--- config.mk ---
export PLATFORM = sky130hd
export DESIGN_NAME = reg_div_n
export DESIGN_NICKNAME = d
export VERILOG_FILES = /design/src/rtl/reg_div_n.sv
export SDC_FILE = /design/constraint.sdc
export NUM_CORES = 1
export LEC_CHECK = 0
export ABC_AREA = 1
export CORE_MARGIN = 1.5
export CORE_UTILIZATION = 30
export DETAILED_ROUTE_END_ITERATION = 6
export HOLD_SLACK_MARGIN = 0.12
export PLACE_DENSITY = 0.54
export REMOVE_ABC_BUFFERS = 1
export SLEW_MARGIN = 20
export SYNTH_ARGS = -nofsm -noshare
export SYNTH_HDL_FRONTEND = slang
export SYNTH_SLANG_ARGS = --single-unit
--- constraint.sdc ---
create_clock -name clk -period 1.5 [get_ports clk]
set_input_delay 0.15 -clock clk [delete_from_list [all_inputs] [get_ports clk]]
set_output_delay 0.15 -clock clk [all_outputs]
set_load 0.01 [all_outputs]
--- src/rtl/reg_div_n.sv ---
// Sequential unsigned N-bit divider: enable-gated operand registers feeding a
// restoring shift/subtract engine that retires one quotient bit per clock.
module reg_div_n #(
  parameter int unsigned N = 4
) (
  input  logic         clk,
  input  logic         reset,
  input  logic         ea,
  input  logic         eb,
  input  logic [N-1:0] a,
  input  logic [N-1:0] b,
  input  logic         start,
  output logic [N-1:0] q,
  output logic [N-1:0] r,
  output logic         busy,
  output logic         done,
  output logic         div_zero
);

  localparam int unsigned CW = $clog2(N);

  typedef enum logic [1:0] {S_IDLE, S_CALC, S_DONE} state_e;

  state_e         state_q, state_d;
  logic [N-1:0]   reg_a_q, reg_a_d;
  logic [N-1:0]   reg_b_q, reg_b_d;
  logic [N-1:0]   rem_q, rem_d;
  logic [N-1:0]   quo_q, quo_d;
  logic [CW-1:0]  count_q, count_d;
  logic [N-1:0]   q_q, q_d;
  logic [N-1:0]   r_q, r_d;
  logic           busy_q, busy_d;
  logic           done_q, done_d;
  logic           dz_q, dz_d;

  logic           accept_c;
  logic [N:0]     rem_sh_c;
  logic [N-1:0]   diff_c;
  logic           ge_c;

  // Operands and start are only honoured when no division is running.
  assign accept_c = (state_q != S_CALC);

  // reg_b cannot change while busy, so it doubles as the working divisor.
  assign rem_sh_c = {rem_q, quo_q[N-1]};
  assign ge_c     = (rem_sh_c >= {1'b0, reg_b_q});
  assign diff_c   = rem_sh_c[N-1:0] - reg_b_q;

  always_ff @(posedge clk or posedge reset) begin
    if (reset) begin
      state_q <= S_IDLE;
      reg_a_q <= '0;
      reg_b_q <= '0;
      rem_q   <= '0;
      quo_q   <= '0;
      count_q <= '0;
      q_q     <= '0;
      r_q     <= '0;
      busy_q  <= 1'b0;
      done_q  <= 1'b0;
      dz_q    <= 1'b0;
    end else begin
      state_q <= state_d;
      reg_a_q <= reg_a_d;
      reg_b_q <= reg_b_d;
      rem_q   <= rem_d;
      quo_q   <= quo_d;
      count_q <= count_d;
      q_q     <= q_d;
      r_q     <= r_d;
      busy_q  <= busy_d;
      done_q  <= done_d;
      dz_q    <= dz_d;
    end
  end

  always_comb begin
    state_d = state_q;
    case (state_q)
      S_IDLE, S_DONE: begin
        if (start) state_d = (reg_b_q == '0) ? S_DONE : S_CALC;
        else       state_d = S_IDLE;
      end
      S_CALC: begin
        if (count_q == '0) state_d = S_DONE;
      end
      default: state_d = S_IDLE;
    endcase
  end

  always_comb begin
    reg_a_d = reg_a_q;
    reg_b_d = reg_b_q;
    rem_d   = rem_q;
    quo_d   = quo_q;
    count_d = count_q;
    q_d     = q_q;
    r_d     = r_q;
    dz_d    = dz_q;
    busy_d  = (state_d == S_CALC);
    done_d  = (state_d == S_DONE);

    if (accept_c) begin
      if (ea) reg_a_d = a;
      if (eb) reg_b_d = b;
      // start sees the operand values from before this edge.
      if (start) begin
        if (reg_b_q == '0) begin
          q_d  = '1;
          r_d  = reg_a_q;
          dz_d = 1'b1;
        end else begin
          rem_d   = '0;
          quo_d   = reg_a_q;
          count_d = CW'(N - 1);
        end
      end
    end else begin
      rem_d   = ge_c ? diff_c : rem_sh_c[N-1:0];
      quo_d   = {quo_q[N-2:0], ge_c};
      count_d = count_q - CW'(1);
      if (count_q == '0) begin
        q_d  = quo_d;
        r_d  = rem_d;
        dz_d = 1'b0;
      end
    end
  end

  assign q        = q_q;
  assign r        = r_q;
  assign busy     = busy_q;
  assign done     = done_q;
  assign div_zero = dz_q;

endmodule

==> metrics.cfg <==
[outcome]
outcome = finished, violations left
violations = negative setup slack

[synthesis]
yosysMostFrequentCell = nand2_1
yosys_warnings = 0
synth_xor_area_share_pct = 0.572
ys_seq_area_share_pct = 50.7
synth.area.mux_share_pct = 0.736
synth-seq-cells = 31
syn_avg_cell_area_um2 = 8.65
synth_top_flop_cell = dfrtp_1
synth-edff-count = 0
syn-cell-area_mm2 = 0.00153
synth.area.top_cells = dfrtp_1 51%, nand2_1 8.6%, inv_1 6.6%
synth_compound_area_share_pct = 7.03
ys_types = 25
yosys.area_share.simple_pct = 27.2
yosysTopAreaCellShare_pct = 50.7
ys_async_sr_fraction_pct = 100
synth_top_family_by_area = simple AND/OR/NAND/NOR gates
synth_top_area_cell = dfrtp_1
synth.top_cells.by_count = 35 x nand2_1, 31 x dfrtp_1, 27 x inv_1
synthCells = 177
synthAdderAreaFrac_pct = 5.40

[cts]
cts_inserted_buffers = 5
cts_sinks = 31
clockBufferDepth = 2
cts.htree.levels = 2
cts_tree = done
cts-root-buf = clkbuf_8
worstSkewPairLatency_ps = 290
cts.clk_slew.worst_paths_ps = 70

[critical_path]
end_kind = flop
cp_data_arrival_time_ps = 1780
path_delay_family = adder cells
crit_path_max_incr_delay_ps = 390
crit_path_cell_trace = inv_2 > ha_4 > inv_2 > fa_2 > xor2_2 > nand3_2 > nand3_2 > nand2_1 > inv_1
critPathKind = flop to flop
cp_num_buf_inv = 3
path_max_fanout = 2
crit_path_start_kind = flop
crit_required_ps = 1680
cp_slowest_cell = dfrtp_1

[drt]
highest_layer = met4
wire_per_inst_um = 12.2
drc = 0
drtAntennaViolNets = 0
wirelength_mm = 3.61
route.met2.wl_mm = 1.60
vias_per_cell = 4.33
drt_first_pass_iters = 4
wl_met1_mm = 1.78
vias = 1285
dr_wl_met3_um = 141
first_iter_violations = 76

[timing]
period_minus_slack_ps = 1590
layout_worst_path_cycle_share_pct = 106
slew_headroom_pct = 73.6
grt_setup_unrepaired = true
finalMaxSlewViolations = 0
skew_ps = 4.55
max_freq_mhz = 628
fin_tns_setup_ps = -111
worstMarginPinSlew_ps = 396
hold_viol_final = 0
setup_viol = 4
fin_ws_ps = -92.7

[min_path]
min-delay-path-class = primary input to async pin

[global_routing]
grt_pass1_vias = 1291
antenna_found_initial = 0
grt_pass1_wl_mm = 5.92
grt_overflow_total = 0
grt_max_degree = 32
track_usage_pct = 14.5

[die]
start_util_pct = 31.8
coreArea_mm2 = 0.00482
die_x_um = 74.4
row_count = 25
io_pins = 24
dieHeight_um = 74.4
dieArea_mm2 = 0.00554

[placement]
gp_congestion = 0.774
hpwl_mm = 2.56
port_buffers = 23

[cells_and_area]
area_growth_pct = 46.6
antenna-diode-count = 0
nets = 248
layout-drive-gt1-share_pct = 27.8
fin_util_pct = 46.6

[power]
p_per_area_mw_per_mm2 = 2370
peakVddDrop_mv = 0.773
p_leak_nw = 1.09

[run]
drv_cap = 0

tightest hold or removal path, cell delays in order:
cell	delay, ps
clkdlybuf4s50_1	390
inv_1	50
buf_4	350
cells in the final DEF (no fill, tap or decap), drive strengths merged:
cell           instances
xor2                   1
fa                     1
bufinv                 1
clkbuf                 6
mux2                   1
ha                     5
o22ai                  1
o211ai                 1
nand4                  4
dfrtp                 31
clkdlybuf4s50         23
clkinv                 1
nand2                 37
or2                    5
o21ai                  5
nand3                 21
buf                   24
a22oi                  2
inv                   29
a21oi                 10
nor2                  21
final timing paths:
| kind | startpoint | slack [ps] | endpoint | depth (start not counted) |
|---|---|---|---|---|
| worst max-delay path | quo_q[3] | -90 | r[2] | 9 |
| worst min-delay path | reset | 240 | state_q[1] | 3 |
| worst max register to register | quo_q[3] | -90 | r[2] | 9 |
| worst min register to register | div_zero | 480 | div_zero | 2 |
| max in group asynchronous | reset | 970 | r[1] | 3 |
| min in group clk | a[3] | 440 | reg_a_q[3] | 3 |
logic make-up (layout without fill, tap and decap cells):
logic type | count (synthesis) | count (layout)
AOI/OAI and AO/OA | 19 | 19
DFF | 31 | 31
buffers and inverters | 31 | 84
and+or+nand+nor | 88 | 88
xor gates and xnor gates | 1 | 1
adders and majority gates | 6 | 6
muxes | 1 | 1
power breakdown:
| group | total [mW] | switching, mW | internal [mW] | leakage (nW) |
|---|---|---|---|---|
| logic | 3.01 | 1.57 | 1.44 | 0.667 |
| clock network | 0.864 | 0.327 | 0.537 | 0.0612 |
| registers | 1.44 | 0.216 | 1.23 | 0.364 |
area by class of cell:
type	count	area [um2]
clock buffer	6	82.6
clock inverter	2	35.0
fill	484	2570
inverter	29	109
multi-input combinational	115	728
sequential	31	776
tap	67	83.8
timing repair buffer	47	429
per-stage QoR:
step / hold WS, ps / setup slack, ps / instance area [um2] / power [mW] / instances
after floorplan: 254 / -41.9 / 1510 / 2.90 / 175
after global placement: 465 / -105 / 1990 / 4.00 / 287
after detailed placement: 467 / -113 / 1990 / 4.00 / 287
after CTS: 256 / -43.8 / 2160 / 5.04 / 296
after global routing: 303 / -168 / 2240 / 5.81 / 297
final: 242 / -92.7 / 2240 / 5.31 / 297
routing by layer:
metal | track usage, % | vias up
met5 | 0 | -
met4 | 6.06 | 0
met3 | 3.39 | 9
met2 | 21.9 | 24
met1 | 19.9 | 586
li1 | - | 666
state kept, by name, summed over array words and instances (netlist names), 2 cells and up:
signal and flops:
r 4, rem_q 4, count_q 2, reg_a_q 4, state_q 2, q 4
reg_b_q 4, quo_q 4
what timing repair did:
item	in CTS	in global routing
endpoints found under the setup margin	8	16
resized for setup	9	22
endpoints found under the hold margin	0	0
pin swaps	6	18
hold buffers	0	0
cloned	0	0
buffers inserted	1	1
(Power assumes the default switching activity.)
